$ cat config.mk
export PLATFORM = sky130hd
export DESIGN_NAME = seg7_bcd_scan
export DESIGN_NICKNAME = d
export VERILOG_FILES = /design/src/rtl/seg7_bcd_scan.sv
export SDC_FILE = /design/constraint.sdc
export NUM_CORES = 1
export LEC_CHECK = 0
export CORE_MARGIN = 2
export CORE_UTILIZATION = 54
export CTS_CLUSTER_SIZE = 40
export DETAILED_ROUTE_END_ITERATION = 7
export PLACE_DENSITY = 0.86
export SLEW_MARGIN = 20
export SYNTH_ARGS = -nofsm -noshare
export SYNTH_HDL_FRONTEND = slang
export SYNTH_SLANG_ARGS = --single-unit
$ cat constraint.sdc
create_clock -name clk -period 2.7 [get_ports clk]
set_clock_uncertainty 0.1 [all_clocks]
set_input_delay 0.81 -clock clk [delete_from_list [all_inputs] [get_ports clk]]
set_output_delay 0.81 -clock clk [all_outputs]
set_load 0.05 [all_outputs]
$ cat src/rtl/seg7_bcd_scan.sv
// ---------------------------------------------------------------------------
// seg7_bcd_scan
//   Four-digit multiplexed seven-segment driver. A prescaler sets how many
//   clocks each digit slot lasts; a 2-bit index walks ones -> thousands. The
//   four BCD digits and the blanking enable are captured once per frame into
//   a shadow register so a frame never shows a mix of old and new values.
//
// Ports
//   clk            system clock, rising edge
//   rst            asynchronous active-high reset
//   bcd_thousands  most significant BCD digit
//   bcd_hundreds   hundreds digit
//   bcd_tens       tens digit
//   bcd_ones       least significant digit
//   blank_lz       1 = blank leading zeros (captured with the digits)
//   an             active-low anode enables, an[0]=ones .. an[3]=thousands
//   seg            active-low cathodes, seg[6:0] = g,f,e,d,c,b,a
//   frame_start    one-cycle pulse the cycle after a new frame is captured
// ---------------------------------------------------------------------------
module seg7_bcd_scan #(
  parameter int unsigned REFRESH_DIV = 50000
) (
  input  logic       clk,
  input  logic       rst,
  input  logic [3:0] bcd_thousands,
  input  logic [3:0] bcd_hundreds,
  input  logic [3:0] bcd_tens,
  input  logic [3:0] bcd_ones,
  input  logic       blank_lz,
  output logic [3:0] an,
  output logic [6:0] seg,
  output logic       frame_start
);

  localparam int unsigned CNT_W = $clog2(REFRESH_DIV);

  typedef struct packed {
    logic [3:0] thousands;
    logic [3:0] hundreds;
    logic [3:0] tens;
    logic [3:0] ones;
    logic       blank_lz;
  } shadow_t;

  logic [CNT_W-1:0] cnt;
  logic [1:0]       idx;
  shadow_t          shadow;

  logic             tick;
  logic             frame_tick;
  logic [3:0]       digit;
  logic             blank;
  logic [3:0]       an_next;
  logic [6:0]       seg_next;

  // Active-low segment pattern; anything above 9 renders as a dash.
  function automatic logic [6:0] seg_code(input logic [3:0] d);
    case (d)
      4'd0:    seg_code = 7'h40;
      4'd1:    seg_code = 7'h79;
      4'd2:    seg_code = 7'h24;
      4'd3:    seg_code = 7'h30;
      4'd4:    seg_code = 7'h19;
      4'd5:    seg_code = 7'h12;
      4'd6:    seg_code = 7'h02;
      4'd7:    seg_code = 7'h78;
      4'd8:    seg_code = 7'h00;
      4'd9:    seg_code = 7'h10;
      default: seg_code = 7'h3F;
    endcase
  endfunction

  assign tick       = (cnt == CNT_W'(REFRESH_DIV - 1));
  // The last tick of the thousands slot is the frame boundary.
  assign frame_tick = tick && (idx == 2'd3);

  // Slot decode from the current index and shadow; registered below, so the
  // pins lag the index by one clock.
  always_comb begin
    // NOTE: every signal gets a default first so no path leaves it unassigned
    // and no latch is inferred.
    digit = shadow.ones;
    blank = 1'b0;
    case (idx)
      2'd0: begin
        digit = shadow.ones;
        blank = 1'b0;
      end
      2'd1: begin
        digit = shadow.tens;
        blank = shadow.blank_lz && (shadow.thousands == 4'd0) &&
                (shadow.hundreds == 4'd0) && (shadow.tens == 4'd0);
      end
      2'd2: begin
        digit = shadow.hundreds;
        blank = shadow.blank_lz && (shadow.thousands == 4'd0) &&
                (shadow.hundreds == 4'd0);
      end
      default: begin
        digit = shadow.thousands;
        blank = shadow.blank_lz && (shadow.thousands == 4'd0);
      end
    endcase

    an_next  = blank ? 4'hF : ~(4'b0001 << idx);
    seg_next = blank ? 7'h7F : seg_code(digit);
  end

  always_ff @(posedge clk or posedge rst) begin
    if (rst) begin
      cnt         <= '0;
      idx         <= 2'd0;
      shadow      <= '0;
      frame_start <= 1'b0;
      an          <= 4'hF;
      seg         <= 7'h7F;
    end else begin
      // NOTE: non-blocking assignments so every register samples the values
      // from before this edge, independent of statement order.
      if (tick) begin
        cnt <= '0;
        idx <= idx + 2'd1;
      end else begin
        cnt <= cnt + 1'b1;
      end

      if (frame_tick) begin
        shadow <= '{thousands: bcd_thousands, hundreds: bcd_hundreds,
                    tens: bcd_tens, ones: bcd_ones, blank_lz: blank_lz};
      end

      frame_start <= frame_tick;
      an          <= an_next;
      seg         <= seg_next;
    end
  end

endmodule

==> results.py <==
metrics = {
    "run_status": {
        "status": "finished, final reports clean",
    },
    "power_and_ir_drop": {
        "p_leak_nw": 1.213,
        "swShare_pct": 23.08,
        "p_comb_share_pct": 9.6,
        "p_seq_share_pct": 53.2,
        "pwr_density_cell_nw_per_um2": 521.3,
        "ir_drop_mv": 0.2708,
        "finalPower_mw": 1.396,
        "p_clk_share_pct": 37.2,
        "p_switching_uw": 322.2,
        "p_int_mw": 1.074,
    },
    "clock_network": {
        "postCtsSetupBuffers": 0,
        "htree_num_levels": 2,
        "cts.clk_slew.worst_paths_ns": 0.09,
        "clk_latency_ns": 0.30,
        "cts_buffers": 5,
        "cts_hold_buf": 0,
        "cts_tree": "done",
        "cts_root_buf": "clkbuf_8",
        "cts_resized": 0,
        "cts_sinks": 47,
        "clockBufferDepth": 2,
    },
    "global_routing": {
        "overflow": 0,
        "grt_pass1_wl_mm": 6.555,
        "grt_pass1_vias": 1402,
        "grt_antenna_before_repair": 0,
        "grtUsageTotal_pct": 19.55,
        "grt_max_degree": 48,
    },
    "floorplanning": {
        "dieWidth_um": 67.84,
        "die_h_um": 67.84,
        "dieArea_um2": 4602,
        "io-pin-count": 31,
        "start_util_pct": 55.42,
        "rows": 23,
        "core_area_um2": 3971,
    },
    "layout": {
        "final_layout_size_suffix_gt1_share_pct": 20.72,
        "diodes": 0,
        "nNetsFinal": 249,
        "area_growth_pct": 21.66,
    },
    "placed_design": {
        "pre_cts_ws_ns": 0.4025,
        "io_buffer_count": 30,
        "dp_hpwl_mm": 2.734,
        "gp_congestion": 0.8485,
    },
    "critical_path": {
        "crit_arrival_ns": 1.61,
        "cpPeakStageDelay_ns": 0.79,
        "cp.buffers_inverters": 1,
        "path_cells": "clkdlybuf4s50_1",
        "cp-end-kind": "output pin",
        "r2r-end": "seg[0]",
        "slowest_stage": "clkdlybuf4s50_1",
        "r2r_cells": 7,
        "cp-start-kind": "flip-flop",
        "worst-path-max-fanout": 1,
        "critical_path_required_ns": 1.79,
        "timing.rr.start": "idx[0]",
        "r2r_setup_slack_ns": 0.36,
        "criticalPathCategory": "flip-flop to output pin",
        "worstSetupStartpoint": "an[0]",
        "critical-path-top-delay-family": "buffers and inverters",
    },
    "job": {
        "max_cap_violations": 0,
    },
    "drt": {
        "routed_wl_mm": 3.879,
        "dr_total_vias": 1531,
        "first_pass_iters": 5,
        "drtAntennaViolNets": 0,
        "drtIter0Drc": 121,
        "vias_per_cell": 5.629,
        "remaining_drc_errors": 0,
        "wl_per_cell_um": 14.26,
    },
    "synthesis": {
        "yosys-top-cells-area": "dfrtp_1 (41%), dfstp_2 (13%), mux2_2 (9.2%), ha_1 (5.1%), xnor2_1 (2.8%)",
        "syn_area_um2": 2201,
        "ys_types": 37,
        "synth-seq-cells": 47,
        "synth_async_sr_flop_share_pct": 100.0,
        "yosysWarningCount": 0,
        "synth_top_area_share_pct": 40.93,
        "synth_flop_cell": "dfrtp_1",
        "synth_seq_area_share_pct": 54.06,
        "ys_top_cells_by_count": "dfrtp_1 (36), mux2_2 (18), inv_1 (13)",
        "synth_edf_count": 0,
        "synth_top_area_cell": "dfrtp_1",
        "synth_most_common_cell": "dfrtp_1",
        "post_synth.cell_area_avg_um2": 11.83,
        "synth_nets": 214,
        "synthCells": 186,
    },
    "sta": {
        "fmax_ghz": 0.3967,
        "min_period_ns": 2.521,
        "maxSlewHeadroom_pct": 62.53,
        "final.setup.tns_ns": 0,
        "hold_slack_ns": 0.3922,
        "final_max_slew_viol_count": 0,
        "fin_ws_ns": 0.1793,
        "fin_crit_sh_pct": 93.36,
        "worst_pin_slew_ns": 0.5620,
        "rsz0062_at_grt": "no",
        "setup_viol_count_final": 0,
        "hold_viol": 0,
    },
    "hold_path": {
        "hold_path_class": "flip-flop to flip-flop",
        "min_to": "cnt[0]",
        "worstHoldStart": "cnt[0]",
        "whs_path_depth": 1,
    },
}
-- power by group through the flow --
stage                     Clock, mW  Sequential (mW)  Combinational (mW)
after floorplan                   0            0.785              0.0490
after global placement            0            0.755               0.133
after detailed placement          0            0.756               0.135
after CTS                     0.532            0.743               0.135
after global routing          0.561            0.746               0.146
final                         0.519            0.743               0.133
-- flip-flops by register name (all words and copies together) (netlist names) --
signal and flops:
an 4, frame_start 1, idx 2, cnt 16
shadow 17, seg 7
-- layout by cell type, fill, tap and decap left out, drive strengths merged, types with 5 or more instances in the layout --
cell type	n
nand4	5
clkbuf	5
mux2	19
inv	14
dfrtp	36
ha	9
xnor2	7
o21ai	7
nand3	8
xor2	7
dfstp	11
nor2	11
nand2	12
clkdlybuf4s50	30
-- worst max-delay path by stage --
| stage | end | cells after the start |
|---|---|---|
| floorplan | seg[0] | 7 |
| global placement | seg[3] | 9 |
| detailed placement | seg[0] | 7 |
| CTS | an[0] | 1 |
| global route | seg[6] | 1 |
| finish | an[0] | 1 |
-- logic make-up after synthesis --
| logic type | after synthesis | share of synthesized area [%] |
|---|---|---|
| AND/OR/NAND/NOR | 54 | 13.13 |
| adder cells (fa/ha/maj) | 9 | 5.117 |
| multiplexers | 23 | 11.71 |
| buffers and inverters | 20 | 3.980 |
| XOR/XNOR | 14 | 5.571 |
| flip-flops | 47 | 54.06 |
| AO/OA/AOI/OAI | 19 | 6.424 |
-- metrics by stage --
step                area (um^2)  cells  util (%)
finish                     2678    272     67.42
global route               2678    272     67.42
CTS                        2678    272     67.42
detailed placement         2561    264     64.49
global placement           2561    264     64.49
floorplan                  2201    186         -
-- cell type report --
class | instances | area, um^2
multi-input cells | 119 | 923.4
clock inverters | 3 | 47.55
clock buffers | 5 | 68.82
repair buffers | 34 | 330.3
well taps | 50 | 62.56
inverters | 14 | 55.05
flip-flops and latches | 47 | 1190
fillers | 294 | 1294
-- routing by layer --
layer / vias to the layer above / GRT usage (%) / routed length [um]
li1: 728 / - / -
met3: 8 / 4.441 / 170
met2: 49 / 30.02 / 1880
met1: 746 / 26.12 / 1736
met4: 0 / 10.00 / 91
met5: - / 0 / 0
Note: power is estimated with default switching activity, not from simulation.
